$ cat src/rtl/gate_reduce_pkg.sv
// Shared types for the N-ary gate reducer.
//   op_mode_e : operation select encoding as seen on op_mode
//   state_e   : reducer FSM states, also exported on the debug state port
package gate_reduce_pkg;

  typedef enum logic [1:0] {
    OP_AND  = 2'b00,
    OP_OR   = 2'b01,
    OP_XOR  = 2'b10,
    OP_NAND = 2'b11
  } op_mode_e;

  typedef enum logic [1:0] {
    IDLE  = 2'b00,
    ACCUM = 2'b01,
    HOLD  = 2'b10
  } state_e;

endpackage

$ cat src/rtl/nary_gate_reducer_if.sv
// Operand/result streams of the N-ary gate reducer.
// Handshake: a transfer happens on a rising clk edge where valid && ready.
// A source holds valid and its payload stable until the transfer; ready may
// change freely and never depends combinationally on valid.
//   op_mode   : operation select, qualified by the first operand beat
//   in_valid  : operand present on in_data
//   in_ready  : reducer can accept an operand
//   in_data   : operand
//   out_valid : result present on out_data
//   out_ready : downstream accepts the result
//   out_data  : reduction result
// slave  : reducer side, master : producer/consumer side
interface nary_gate_reducer_if #(parameter int WIDTH = 1) ();
  logic [1:0]       op_mode;
  logic             in_valid;
  logic             in_ready;
  logic [WIDTH-1:0] in_data;
  logic             out_valid;
  logic             out_ready;
  logic [WIDTH-1:0] out_data;

  modport slave (
    input  op_mode, in_valid, in_data, out_ready,
    output in_ready, out_valid, out_data
  );

  modport master (
    output op_mode, in_valid, in_data, out_ready,
    input  in_ready, out_valid, out_data
  );
endinterface

$ cat src/rtl/nary_gate_reducer_gate2_cell.sv
// gate2_cell: combinational 2-input bitwise gate, WIDTH bits wide.
//   i_a, i_b : operands
//   i_mode   : operation; NAND evaluates as AND (the caller inverts the
//              final result, so intermediate steps stay plain AND)
//   o_y      : i_a OP i_b
module gate2_cell
  import gate_reduce_pkg::*;
#(
  parameter int WIDTH = 1
) (
  input  logic [WIDTH-1:0] i_a,
  input  logic [WIDTH-1:0] i_b,
  input  op_mode_e         i_mode,
  output logic [WIDTH-1:0] o_y
);

  always_comb begin
    o_y = i_a & i_b;
    case (i_mode)
      OP_OR:   o_y = i_a | i_b;
      OP_XOR:  o_y = i_a ^ i_b;
      default: o_y = i_a & i_b;
    endcase
  end

endmodule

$ cat src/rtl/nary_gate_reducer.sv
// nary_gate_reducer: folds N_OPS serially arriving operands with a bitwise
// AND/OR/XOR/NAND and emits one result per reduction.
//   clk     : clock, rising edge
//   rst     : synchronous active-high reset
//   bus     : operand/result streams (slave side)
//   o_state : current FSM state for observation
module nary_gate_reducer
  import gate_reduce_pkg::*;
#(
  parameter int WIDTH = 1,
  parameter int N_OPS = 3
) (
  input  logic                     clk,
  input  logic                     rst,
  nary_gate_reducer_if.slave       bus,
  output state_e                   o_state
);

  localparam int CNT_W = $clog2(N_OPS + 1);

  generate
    if (N_OPS < 2) begin : g_bad_n_ops
      $error("nary_gate_reducer: N_OPS must be >= 2");
    end
    if (WIDTH < 1) begin : g_bad_width
      $error("nary_gate_reducer: WIDTH must be >= 1");
    end
  endgenerate

  state_e           r_state, w_state_nxt;
  logic [WIDTH-1:0] r_acc, w_acc_nxt;
  logic [CNT_W-1:0] r_cnt, w_cnt_nxt;
  op_mode_e         r_mode, w_mode_nxt;
  logic             r_out_valid, w_out_valid_nxt;
  logic [WIDTH-1:0] r_out_data, w_out_data_nxt;

  logic             w_in_ready;
  logic             w_in_fire;
  logic [WIDTH-1:0] w_gate_y;

  // No operand is taken while a result waits, so a held result can never
  // be disturbed and a new reduction starts only from IDLE.
  assign w_in_ready = (r_state != HOLD);
  assign w_in_fire  = bus.in_valid && w_in_ready;

  // Single fold cell: running accumulator OP incoming operand.
  gate2_cell #(.WIDTH(WIDTH)) u_gate (
    .i_a    (r_acc),
    .i_b    (bus.in_data),
    .i_mode (r_mode),
    .o_y    (w_gate_y)
  );

  always_ff @(posedge clk) begin
    if (rst) begin
      r_state     <= IDLE;
      r_acc       <= '0;
      r_cnt       <= '0;
      r_mode      <= OP_AND;
      r_out_valid <= 1'b0;
      r_out_data  <= '0;
    end else begin
      r_state     <= w_state_nxt;
      r_acc       <= w_acc_nxt;
      r_cnt       <= w_cnt_nxt;
      r_mode      <= w_mode_nxt;
      r_out_valid <= w_out_valid_nxt;
      r_out_data  <= w_out_data_nxt;
    end
  end

  always_comb begin
    w_state_nxt     = r_state;
    w_acc_nxt       = r_acc;
    w_cnt_nxt       = r_cnt;
    w_mode_nxt      = r_mode;
    w_out_valid_nxt = r_out_valid;
    w_out_data_nxt  = r_out_data;
    case (r_state)
      IDLE: begin
        if (w_in_fire) begin
          w_acc_nxt   = bus.in_data;
          w_mode_nxt  = op_mode_e'(bus.op_mode);
          w_cnt_nxt   = CNT_W'(1);
          w_state_nxt = ACCUM;
        end
      end
      ACCUM: begin
        if (w_in_fire) begin
          w_acc_nxt = w_gate_y;
          w_cnt_nxt = r_cnt + CNT_W'(1);
          // This beat is the last one of the reduction.
          if (r_cnt == CNT_W'(N_OPS - 1)) begin
            w_out_data_nxt  = (r_mode == OP_NAND) ? ~w_gate_y : w_gate_y;
            w_out_valid_nxt = 1'b1;
            w_state_nxt     = HOLD;
          end
        end
      end
      HOLD: begin
        if (bus.out_ready) begin
          w_out_valid_nxt = 1'b0;
          w_cnt_nxt       = '0;
          w_state_nxt     = IDLE;
        end
      end
      default: w_state_nxt = IDLE;
    endcase
  end

  assign bus.in_ready  = w_in_ready;
  assign bus.out_valid = r_out_valid;
  assign bus.out_data  = r_out_data;
  assign o_state       = r_state;

endmodule

$ cat src/flat_wrapper.sv
// flat-port wrapper written by rule: the top's interface ports become plain ports
module nary_gate_reducer_flat import gate_reduce_pkg::*;
#(
  parameter int WIDTH = 1,
  parameter int N_OPS = 3
)
  (clk, rst, o_state, bus_op_mode, bus_in_valid, bus_in_data, bus_out_ready, bus_in_ready, bus_out_valid, bus_out_data);
  nary_gate_reducer_if #(.WIDTH(WIDTH)) bus_i ();
  input  logic clk;
  input  logic rst;
  output state_e o_state;
  input wire logic [$bits(bus_i.op_mode)-1:0] bus_op_mode;
  input wire logic [$bits(bus_i.in_valid)-1:0] bus_in_valid;
  input wire logic [$bits(bus_i.in_data)-1:0] bus_in_data;
  input wire logic [$bits(bus_i.out_ready)-1:0] bus_out_ready;
  output wire logic [$bits(bus_i.in_ready)-1:0] bus_in_ready;
  output wire logic [$bits(bus_i.out_valid)-1:0] bus_out_valid;
  output wire logic [$bits(bus_i.out_data)-1:0] bus_out_data;
  assign bus_i.op_mode = bus_op_mode;
  assign bus_i.in_valid = bus_in_valid;
  assign bus_i.in_data = bus_in_data;
  assign bus_i.out_ready = bus_out_ready;
  assign bus_in_ready = bus_i.in_ready;
  assign bus_out_valid = bus_i.out_valid;
  assign bus_out_data = bus_i.out_data;
  nary_gate_reducer #(.WIDTH(WIDTH), .N_OPS(N_OPS)) u_core (.clk(clk), .rst(rst), .bus(bus_i), .o_state(o_state));
endmodule
$ cat config.mk
export PLATFORM = sky130hd
export DESIGN_NAME = nary_gate_reducer_flat
export DESIGN_NICKNAME = d
export VERILOG_FILES = /design/src/rtl/gate_reduce_pkg.sv /design/src/rtl/nary_gate_reducer_if.sv /design/src/rtl/nary_gate_reducer_gate2_cell.sv /design/src/rtl/nary_gate_reducer.sv /design/src/flat_wrapper.sv
export SDC_FILE = /design/constraint.sdc
export NUM_CORES = 1
export LEC_CHECK = 0
export ABC_AREA = 1
export CORE_MARGIN = 1.5
export CORE_UTILIZATION = 30
export CTS_CLUSTER_DIAMETER = 80
export CTS_CLUSTER_SIZE = 20
export DETAILED_ROUTE_END_ITERATION = 8
export SLEW_MARGIN = 20
export SYNTH_ARGS = -nofsm -noshare
export SYNTH_HDL_FRONTEND = slang
export SYNTH_SLANG_ARGS = --single-unit
$ cat constraint.sdc
create_clock -name clk -period 3.4 [get_ports clk]
set_input_delay 1.02 -clock clk [delete_from_list [all_inputs] [get_ports clk]]
set_output_delay 1.02 -clock clk [all_outputs]
set_load 0.05 [all_outputs]
==> qor.txt, run 1 <==
Worst path cell trace -> inv_1 > ha_1 > inv_1 > clkdlybuf4s50_1
Tightest Hold Check Type -> flop to flop
Routed WL -> 1160 microns
Run status -> complete, no violations
Final Hold Fails -> 0
Initial Util -> 32.8%
Gate power share -> 62.7%
Full die area -> 2480 sq um
Slew HR -> 66.7%
H-tree lvl count -> 1
Row count -> 16
Die width -> 49.8 microns
Leakage -> 0.395 nW
Final setup vio count -> 0
Post-detailed-placement half-perimeter wirelength -> 964 microns
Fraction of layout cells with a size suffix above 1 -> 8.93%
Slowest stage cell, crit path -> clkdlybuf4s50_1
Core area -> 2000 sq um
Hold buffers post-CTS -> 0
Mean Syn Cell Area -> 6.76 sq um
CTS tree -> built
PostCTS Resize Cnt -> 0
Drt drc -> 0
Worst Path Arrival -> 1.86 ns
Post-route minimum period -> 2.88 ns
Worst VDD drop -> 242 uV
Switching Share -> 50.5%
CP Capture Type -> output pin
Via count -> 597
Psw -> 0.353 mW
Clock network power share -> 11.9%
Area Growth Syn to Fin -> 26.1%
# IOs -> 12
Worst EP required -> 2.38 ns
Setup TNS -> 0 ns
Antenna cells -> 0
Vias in the first global route -> 558
TritonCTS buffer count -> 3
Antenna violations before repair -> 0
Yosys warnings -> 0
Critical path class -> flop to output pin
Fmax achieved -> 347 MHz
Congestion Overflow GR -> 0
Overall Global Routing Usage -> 11.4%
Sequential Power Share -> 25.3%
Clock root cell -> clkbuf_4
Fin. max-slew vios -> 0
Drt wl/cell -> 8.37 microns
Pwr Density -> 846 nW/um^2
Clk Latency, worst-skew pair -> 0.26 ns
RePlAce Congestion -> 0.819
Worst path max stage delay -> 0.79 ns
Clock Skew -> 0.0109 ns
Max-Cap Viols -> 0
Antenna Nets Post-Route -> 0
Worst-case clock buffer depth -> 2
1st-iter DRT viols -> 13
Cell Area, Synth -> 656 sq um
Worst slew pin tran -> 0.499 ns
Vias per inst -> 4.29
Setup bufs post-CTS -> 0
# clock sinks -> 9
Final period utilization -> 84.7%
Internal power -> 0.347 mW
Crit path max fanout -> 5
RSZ-0062 raised after global routing -> false
Post-synthesis net count -> 116
IO Port Bufs -> 11
WHS -> 0.464 ns
Post-Synthesis Cells -> 97
Chip Height -> 49.8 microns
Crit-path most repeated cell -> inv_1
Critical Path Source Type -> flop
Yosys reg bits -> 9
# nets final -> 132
Netlist cell types -> 14
Cells after DPL -> 135
Seq/Total Area, Yosys -> 27.5%
Final Non-Filler Cells -> 139
First-pass GRT wire length -> 2140 microns
Largest net degree at the start of global routing -> 8
DRT Pass-1 Iters -> 4
Post-layout util -> 41.3%
Worst-path clk slew -> 0.07 ns
## sequential cells by signal (all words and copies together), names as in the netlist
name and count:
u_core.bus.out_valid 1, u_core.r_mode 2, u_core.bus.out_data 1, u_core.r_acc 1, u_core.o_state 2, u_core.r_cnt 2
## power groups by stage
stage | logic (mW) | registers, mW | clock network [mW]
floorplan | 0.283 | 0.232 | 0
global placement | 0.443 | 0.178 | 0
detailed placement | 0.440 | 0.181 | 0
CTS | 0.443 | 0.178 | 0.0884
global route | 0.505 | 0.185 | 0.0935
finish | 0.439 | 0.177 | 0.0836
## synth_stat cells
library cell | n | area (sq um)
nor2_2 | 1 | 6.26
nand2_2 | 3 | 18.8
o21ai_0 | 5 | 25.0
inv_2 | 1 | 3.75
nand3_1 | 4 | 20.0
nor2_1 | 13 | 48.8
ha_1 | 12 | 150
nand2_1 | 22 | 82.6
a21oi_2 | 1 | 8.76
nand4_1 | 1 | 6.26
a21oi_1 | 7 | 35.0
dfxtp_1 | 9 | 180
or2_1 | 1 | 6.26
inv_1 | 17 | 63.8
## worst max-delay path: cells and delay by family, from the launching register on
family	cells	cell delay (ns)
adder cells (fa/ha/maj)	1	0.23
buffers and inverters	3	0.98
flip-flops	1	0.40
## cells in the final DEF, fill, tap and decap left out
cell / Yosys / final
nand2_1: 22 / 22
inv_1: 17 / 17
nor2_1: 13 / 13
ha_1: 12 / 12
clkdlybuf4s50_1: 0 / 11
dfxtp_1: 9 / 9
a21oi_1: 7 / 7
o21ai_0: 5 / 5
nand3_1: 4 / 4
nand2_2: 3 / 3
clkbuf_4: 0 / 3
inv_2: 1 / 1
or2_1: 1 / 1
nor2_2: 1 / 1
a21oi_2: 1 / 1
nand4_1: 1 / 1
clkinv_2: 0 / 1
## final timing paths
path / startpoint / end / slack, ns / cells after the start
max: u_core.o_state[0] / bus_in_ready / 0.52 / 4
min: u_core.bus.out_valid / u_core.bus.out_valid / 0.46 / 2
max reg2reg: u_core.o_state[0] / u_core.r_cnt[0] / 1.90 / 10
min reg2reg: u_core.bus.out_valid / u_core.bus.out_valid / 0.46 / 2
## layer usage
layer | global-route usage [%] | up-vias | share of wire [%] | wire [microns]
li1 | - | 330 | - | -
met1 | 13.8 | 254 | 50 | 576
met2 | 18.4 | 11 | 44 | 517
met3 | 2.12 | 2 | 4.0 | 46
met4 | 6.94 | 0 | 2.0 | 23
met5 | 0 | - | 0 | 0
## cell families after synthesis
logic type | synth area share (%)
and+or+nand+nor | 28.8
buffers and inverters | 10.3
AOI/OAI and AO/OA | 10.5
adders and majority gates | 22.9
DFF | 27.5
## stage by stage
step                      setup slack [ns]  power [mW]  area [sq um]
final                                0.521       0.700           827
after CTS                            0.504       0.709           827
after global routing                 0.445       0.784           827
after global placement               0.835       0.621           800
after floorplan                      0.964       0.515           656
after detailed placement             0.793       0.621           800
## cell type report
cell class                      instances  area (sq um)
Timing Repair Buffer                   11           110
Clock buffer                            3          22.5
Inverter                               18          67.6
Clock inverter                          1          5.00
Multi-Input combinational cell         70           408
Tap cell                               27          33.8
Fill cell                             221          1170
Sequential cell                         9           180
Power figures use the tool's default switching activity.
==> run 2: changes to the inputs <==
==> constraint.sdc (replaced) <==
create_clock -name clk -period 2.6 [get_ports clk]
set_input_delay 0.78 -clock clk [delete_from_list [all_inputs] [get_ports clk]]
set_output_delay 0.78 -clock clk [all_outputs]
set_load 0.05 [all_outputs]
==> run 2 against run 1 <==
Sequential cell count stayed put. Final cell count unchanged. Hold slack improved by 0.0065 ns. First-iteration DRC count is 15% lower. Worst setup slack got worse by 0.19 ns. Critical endpoint is now o_state[1]. Highest routed layer is now met3.
==> qor.txt, run 2 (synthesis results as in run 1) <==
Fraction of layout cells with a size suffix above 1 -> 8.93% (unchanged)
Chip Height -> 49.8 microns (unchanged)
First-pass GRT wire length -> 2310 microns (was 2140 microns)
Crit path max fanout -> 5 (unchanged)
Crit path buf inv count -> 1 (was 3)
H-tree lvl count -> 1 (unchanged)
Final period utilization -> 87.3%
Routed WL -> 1220 microns (was 1160 microns)
Pwr Density -> 1110 nW/um^2 (was 846 nW/um^2)
Final Non-Filler Cells -> 139 (unchanged)
PostCTS Resize Cnt -> 0 (unchanged)
Design Area, Final -> 823 sq um (was 827 sq um)
Post-route minimum period -> 2.27 ns
Clock root cell -> clkbuf_4 (unchanged)
Worst Path Arrival -> 1.49 ns (was 1.86 ns)
Number of fill cells -> 224 (was 221)
Post-layout util -> 41.1% (was 41.3%)
Antenna Nets Post-Route -> 0 (unchanged)
Setup TNS -> 0 ns (unchanged)
Worst slew pin tran -> 0.489 ns (was 0.499 ns)
Most frequent cells in the layout -> nand2_1 (22), inv_1 (17), nor2_1 (13), ha_1 (12), clkdlybuf4s50_1 (10) (was nand2_1 (22), inv_1 (17), nor2_1 (13), ha_1 (12), clkdlybuf4s50_1 (11))
RePlAce Congestion -> 0.776 (was 0.819)
Area after DPL -> 797 sq um (was 800 sq um)
Initial Util -> 32.8% (unchanged)
Worst VDD drop -> 341 uV (was 242 uV)
Worst-path clk slew -> 0.06 ns (was 0.07 ns)
CTS tree -> built (unchanged)
Setup bufs post-CTS -> 0 (unchanged)
Slew HR -> 67.3% (was 66.7%)
Antenna cells -> 0 (unchanged)
IO Port Bufs -> 11 (unchanged)
Max-Cap Viols -> 0 (unchanged)
Cells after DPL -> 135 (unchanged)
Die width -> 49.8 microns (unchanged)
Worst-case clock buffer depth -> 2 (unchanged)
Core area -> 2000 sq um (unchanged)
RSZ-0062 raised after global routing -> false (unchanged)
# nets final -> 132 (unchanged)
Slowest stage cell, crit path -> clkdlybuf4s50_1 (unchanged)
# clock sinks -> 9 (unchanged)
DRT Pass-1 Iters -> 4 (unchanged)
Largest net degree at the start of global routing -> 8 (unchanged)
Clk Latency, worst-skew pair -> 0.26 ns (about the same)
Leakage -> 0.393 nW (was 0.395 nW)
CP Capture Type -> output pin (unchanged)
Worst path max stage delay -> 0.83 ns (was 0.79 ns)
TritonCTS buffer count -> 3 (unchanged)
Critical path class -> flop to output pin (unchanged)
Hold buffers post-CTS -> 0 (unchanged)
Row count -> 16 (unchanged)
Clock Skew -> 0.00256 ns (was 0.0109 ns)
# IOs -> 12 (unchanged)
Tightest Hold Check Type -> flop to flop (unchanged)
Via count -> 577 (was 597)
Area Growth Syn to Fin -> 25.6% (was 26.1%)
Final Hold Fails -> 0 (unchanged)
Fin. max-slew vios -> 0 (unchanged)
Antenna violations before repair -> 0 (unchanged)
1st-iter DRT viols -> 11 (was 13)
Drt drc -> 0 (unchanged)
Fmax achieved -> 441 MHz
Congestion Overflow GR -> 0 (unchanged)
Final setup vio count -> 0 (unchanged)
Drt wl/cell -> 8.78 microns (was 8.37 microns)
Vias per inst -> 4.15 (was 4.29)
Commonest non-fill, non-tap cell in the layout -> nand2_1 (unchanged)
Full die area -> 2480 sq um (unchanged)
Worst path cell trace -> clkdlybuf4s50_1 (was inv_1 > ha_1 > inv_1 > clkdlybuf4s50_1)
Vias in the first global route -> 579 (was 558)
Overall Global Routing Usage -> 12.0% (was 11.4%)
Critical Path Source Type -> flop (unchanged)
Run status -> complete, no violations (unchanged)
Worst EP required -> 1.82 ns (was 2.38 ns)
Top delay family on crit path -> buffers and inverters (unchanged)
Post-detailed-placement half-perimeter wirelength -> 991 microns (was 964 microns)
run 2: changes by cell type in the layout (fill, tap and decap cells not counted), sizes merged:
cell	before	now
buf	0	1
clkdlybuf4s50	11	10
clkbuf	3	4
clkinv	1	0
run 2: per-layer routing:
metal / GRT usage (%) / part of all wire [%] / up-vias
li1: - / - / 326
met1: 15.0 / 51 / 242
met2: 18.9 / 47 / 9
met3: 1.82 / 2.2 / 0
met4: 8.33 / 0 / 0
met5: 0 / 0 / -
run 2: where the power goes:
part           internal, mW  leakage (nW)  switching, mW
combinational         0.203         0.303          0.371
sequential            0.191        0.0741         0.0410
clock                0.0592        0.0150         0.0504
run 2: worst paths after layout:
check	start	to	slack, ns	cells after the start
setup / recovery	u_core.o_state[1]	o_state[1]	0.33	1
hold / removal	u_core.bus.out_valid	u_core.bus.out_valid	0.47	2
setup reg to reg	u_core.o_state[0]	u_core.r_cnt[0]	1.08	10
hold reg to reg	u_core.bus.out_valid	u_core.bus.out_valid	0.47	2
run 2: final cells by class:
class,count,area (sq um),share of cell area [%]
multi-input combinational,70,408,49.5
sequential,9,180,21.9
timing repair buffer,11,108,13.1
inverter,18,67.6,8.21
tap,27,33.8,4.10
clock buffer,4,26.3,3.19
run 2: through the flow:
stage	hold slack (ns)	setup WS (ns)	power [mW]
after floorplan	0.455	0.404	0.673
after global placement	0.447	0.492	0.807
after detailed placement	0.475	0.441	0.812
after CTS	0.485	0.314	0.929
after global routing	0.507	0.271	1.03
final	0.471	0.331	0.915
==> RTL edit 1 (settings of run 2) <==
Reset style: asynchronous (`rst`), changed in one clocked block. Comments in the files are not updated.
--- a/src/rtl/nary_gate_reducer.sv
+++ b/src/rtl/nary_gate_reducer.sv
@@ -52,5 +52,5 @@
   );
 
-  always_ff @(posedge clk) begin
+  always_ff @(posedge clk or posedge rst) begin
     if (rst) begin
       r_state     <= IDLE;
Behaviour: differs if rst is asserted again (counterexample within 4 cycles, from zero or initial values and one cycle with rst high); with rst held inactive, the same outputs for 10 cycles.
==> RTL edit 1 against run 2 <==
- area after synthesis decreased by 20%
- worst setup slack got worse by 61 ps
- cell area decreased by 17%
- clock skew increased by 2.3 ps
- routed wire length decreased by 29%
- power decreased by 21%
- global-route usage decreased by 0.61 points
- sequential cell count unchanged
==> RTL edit 1: results (changes against run 2) <==
| Metric | Value |
|---|---|
| Status | `finished, final reports clean (unchanged)` |
| Hold_sp | `u_core.bus.out_data (was u_core.bus.out_valid)` |
| Period utilization | `0.8963 (was 0.8728)` |
| Synth top area cells | `dfrtp_1, ha_1, inv_1 (was dfxtp_1, ha_1, nand2_1)` |
| VDD IR max | `0.3759 mV (was 0.3415 mV)` |
| Synth Area in Compound Gates | `0.1316 (was 0.1050)` |
| Critical Path AT | `1550 ps (was 1490 ps)` |
| Fraction of layout instances using a drive strength above 1 | `0.07595 (was 0.08929)` |
| Grt met2 use | `0.1536 (was 0.1889)` |
| Synth top area share | `0.4306 (was 0.2748)` |
| Reg-to-reg slack, setup | `1220 ps (was 1080 ps)` |
| DRT iter0 DRCs | `3 (was 11)` |
| Met1 usage | `0.1641 (was 0.1497)` |
| GP Congestion | `0.7870 (was 0.7763)` |
| Synth cell count leaders | `inv_1, nand2_1, dfrtp_1, ha_1, nor2_1 (was nand2_1, inv_1, nor2_1, ha_1, dfxtp_1)` |
| Leakage | `0.3481 nW (was 0.3925 nW)` |
| Ys async rst share | `1.000 (was 0)` |
| Final #Nets | `93 (was 132)` |
| Syn Nets | `77 (was 116)` |
| Met3 routed WL | `50 µm (was 27 µm)` |
| Worst Max-Slew Pin Slew | `501.9 ps (was 489.0 ps)` |
| Clock skew | `4.851 ps (was 2.565 ps)` |
| Crit path launch | `u_core.o_state[1] (unchanged)` |
| Pre-CTS setup slack | `380.5 ps (was 441.3 ps)` |
| Pin count of the biggest net entering global routing | `10 (was 8)` |
| Vias in the first global route | `403 (was 579)` |
| Vias per Instance | `4.432 (was 4.151)` |
| Max Used Layer | `met4 (was met3)` |
| First-pass GRT wire length | `1628 µm (was 2311 µm)` |
| WL final | `872 µm (was 1221 µm)` |
| Synth Area in Adders | `0.1435 (was 0.2290)` |
| Post-DP HPWL | `711.8 µm (was 991 µm)` |
| Critical R2R Capture | `u_core.bus.out_data (was u_core.r_cnt[0])` |
| Ys flop type | `dfrtp_1 (was dfxtp_1)` |
| GR Util met3 | `0.03600 (was 0.01818)` |
| Cells on worst reg2reg path | `8 (was 10)` |
| Worst hold path endpoint | `u_core.bus.out_data (was u_core.bus.out_valid)` |
==> RTL edit 1: stage by stage <==
step | cells | util | total power, mW | instance area [µm²] | hold slack (ps)
detailed placement | 91 | 0.4143 | 0.6203 | 653.1 | 465.4
CTS | 95 | 0.4310 | 0.7313 | 679.4 | 483.3
global placement | 91 | 0.4143 | 0.6176 | 653.1 | 464.4
finish | 95 | 0.4325 | 0.7201 | 681.9 | 474.5
floorplan | 64 | - | 0.5186 | 523.0 | 500.8
global route | 95 | 0.4325 | 0.8054 | 681.9 | 504.4
==> RTL edit 1: cell type report <==
type | instances | area [µm²]
Clock buffer | 4 | 26.28
Fill cell | 161 | 894.6
Inverter | 15 | 56.30
Multi-Input combinational cell | 40 | 241.5
Sequential cell | 9 | 225.2
Tap cell | 16 | 20.02
Timing Repair Buffer | 11 | 112.6
==> RTL edit 1: where the power goes <==
part | leakage, nW | internal (mW) | switching [mW]
sequential | 0.103 | 0.198 | 0.0404
clock | 0.0150 | 0.0591 | 0.0487
combinational | 0.230 | 0.145 | 0.229
==> RTL edit 2 (config.mk and constraints of run 2) <==
Made on the original files. `N_OPS` is set to 3 in 2 places; all go to 2.
--- a/src/rtl/nary_gate_reducer.sv
+++ b/src/rtl/nary_gate_reducer.sv
@@ -9,5 +9,5 @@
 #(
   parameter int WIDTH = 1,
-  parameter int N_OPS = 3
+  parameter int N_OPS = 2
 ) (
   input  logic                     clk,
--- a/src/flat_wrapper.sv
+++ b/src/flat_wrapper.sv
@@ -3,5 +3,5 @@
 #(
   parameter int WIDTH = 1,
-  parameter int N_OPS = 3
+  parameter int N_OPS = 2
 )
   (clk, rst, o_state, bus_op_mode, bus_in_valid, bus_in_data, bus_out_ready, bus_in_ready, bus_out_valid, bus_out_data);
Behaviour: not the same (Yosys sat finds a counterexample within 4 cycles, from zero or initial values and one cycle with rst high).
==> RTL edit 2 against run 2 <==
- routed wire length up 5.3%
- via count up 3.8%
- final cell count up 0.72%
- sequential share of layout area down 0.099 points
- die area up 0.52%
- sequential cell count unchanged
- area after synthesis up 0.57%
- critical path depth unchanged
- hold slack worse by 8.4 ps
- worst setup slack worse by 9.2 ps
- power up 3.6%
- cell area up 0.46%
- largest power group unchanged
- highest routed layer is now met4
==> RTL edit 2: results (changes against run 2) <==
| Metric | Value |
|---|---|
| Seq/Total Area, Yosys | `0.2732 (was 0.2748)` |
| Clock Latency Late Sink | `260 ps (about the same)` |
| Vias per Instance | `4.279 (was 4.151)` |
| Final #Nets | `133 (was 132)` |
| Met2 wire length | `604 µm (was 575 µm)` |
| Max Used Layer | `met4 (was met3)` |
| Status | `finished, final reports clean (unchanged)` |
| Synth top area cells | `dfxtp_1, ha_1, nand2_1 (unchanged)` |
| Pin count of the biggest net entering global routing | `8 (unchanged)` |
| Met3 routed WL | `33 µm (was 27 µm)` |
| Reg clk slew, reported paths | `60 ps (about the same)` |
| DR vias | `599 (was 577)` |
| WHS Path Cells | `2 (unchanged)` |
| Clk buf depth | `2 (unchanged)` |
| Syn Nets | `117 (was 116)` |
| Diode count | `0 (unchanged)` |
| GRT Overall Usage | `0.1220 (was 0.1203)` |
| Metal-1 WL | `624 µm (was 617 µm)` |
| Synth cell count leaders | `nand2_1, inv_1, nor2_1, ha_1, dfxtp_1 (unchanged)` |
| Initial antenna violation count | `0 (unchanged)` |
| Mean Syn Cell Area | `6.728 µm² (was 6.759 µm²)` |
| Crit path max-delay family | `buffers and inverters (unchanged)` |
| Clock skew | `1.015 ps (was 2.565 ps)` |
| Critical Path AT | `1500 ps` |
| VDD IR max | `0.3550 mV (was 0.3415 mV)` |
| Root buf cell | `clkbuf_4 (unchanged)` |
| Worst hold-check path type | `reg -> reg (unchanged)` |
| Fraction of layout instances using a drive strength above 1 | `0.08850 (was 0.08929)` |
| Total CTS buffers | `3 (unchanged)` |
| Max H-tree Level | `1 (unchanged)` |
| Vias in the first global route | `556 (was 579)` |
| WL final | `1286 µm (was 1221 µm)` |
| Ys flop type | `dfxtp_1 (unchanged)` |
| First-pass GRT wire length | `2290 µm (was 2311 µm)` |
| Critical path fanouts, max | `5 (unchanged)` |
| DRT iter0 DRCs | `6 (was 11)` |
| Port Buf Inserts | `11 (unchanged)` |
| Synth warnings | `0 (unchanged)` |
| GP Congestion | `0.7589 (was 0.7763)` |
| Slowest stage cell, crit path | `clkdlybuf4s50_1 (unchanged)` |
| Post-DP HPWL | `1056 µm (was 991 µm)` |
| Crit path largest cell delay | `830 ps (about the same)` |
| Leakage | `0.3959 nW (was 0.3925 nW)` |
| Slew HR | `0.6696 (was 0.6730)` |
| Ys async rst share | `0 (unchanged)` |
| Setup repair bufs after CTS | `0 (unchanged)` |
[RTL edit 2: changes by cell type after synthesis]
cell and change:
inv_1 +1
[RTL edit 2: through the flow]
stage                     power, mW    util  setup WS (ps)  hold slack (ps)  area, µm²
after global routing          1.059  0.4090          268.3            513.4      827.0
after detailed placement     0.8451  0.3960          432.5            456.0      800.8
after global placement       0.8378  0.3960          489.6            446.7      800.8
final                        0.9480  0.4090          321.5            462.1      827.0
after floorplan              0.6972       -          404.3            455.0      659.4
after CTS                    0.9597  0.4090          320.6            464.8      827.0
[RTL edit 2: logic make-up (layout without fill, tap and decap cells)]
family | after synthesis | in the layout | synth area share
compound gates | 13 | 13 | 0.1044
fa+ha+maj | 12 | 12 | 0.2277
buf+inv | 19 | 34 | 0.1081
flops | 9 | 9 | 0.2732
simple gates | 45 | 45 | 0.2866
[RTL edit 2: area by class of cell]
class | instances | area (µm²)
clock buffers | 4 | 26.28
repair buffers | 11 | 107.6
inverters | 19 | 71.32
multi-input cells | 70 | 407.9
fillers | 220 | 1195
well taps | 27 | 33.78
flip-flops and latches | 9 | 180.2
[RTL edit 2: path summary, 6_finish.rpt]
check,start,to,slack (ps)
setup / recovery,u_core.o_state[1],o_state[1],320
setup reg to reg,u_core.o_state[0],u_core.r_cnt[0],1080
hold / removal,u_core.bus.out_valid,u_core.bus.out_valid,460
hold reg to reg,u_core.bus.out_valid,u_core.bus.out_valid,460
[RTL edit 2: power breakdown]
group	switching, mW	internal (mW)
Combinational	0.389	0.213
Sequential	0.0438	0.193
Clock	0.0490	0.0592
Total	0.482	0.466
[RTL edit 2: metal layers]
metal / vias to the layer above / global-route usage
met5: - / 0
met4: 0 / 0.08333
met3: 3 / 0.02727
met2: 12 / 0.2022
met1: 252 / 0.1379
li1: 332 / -
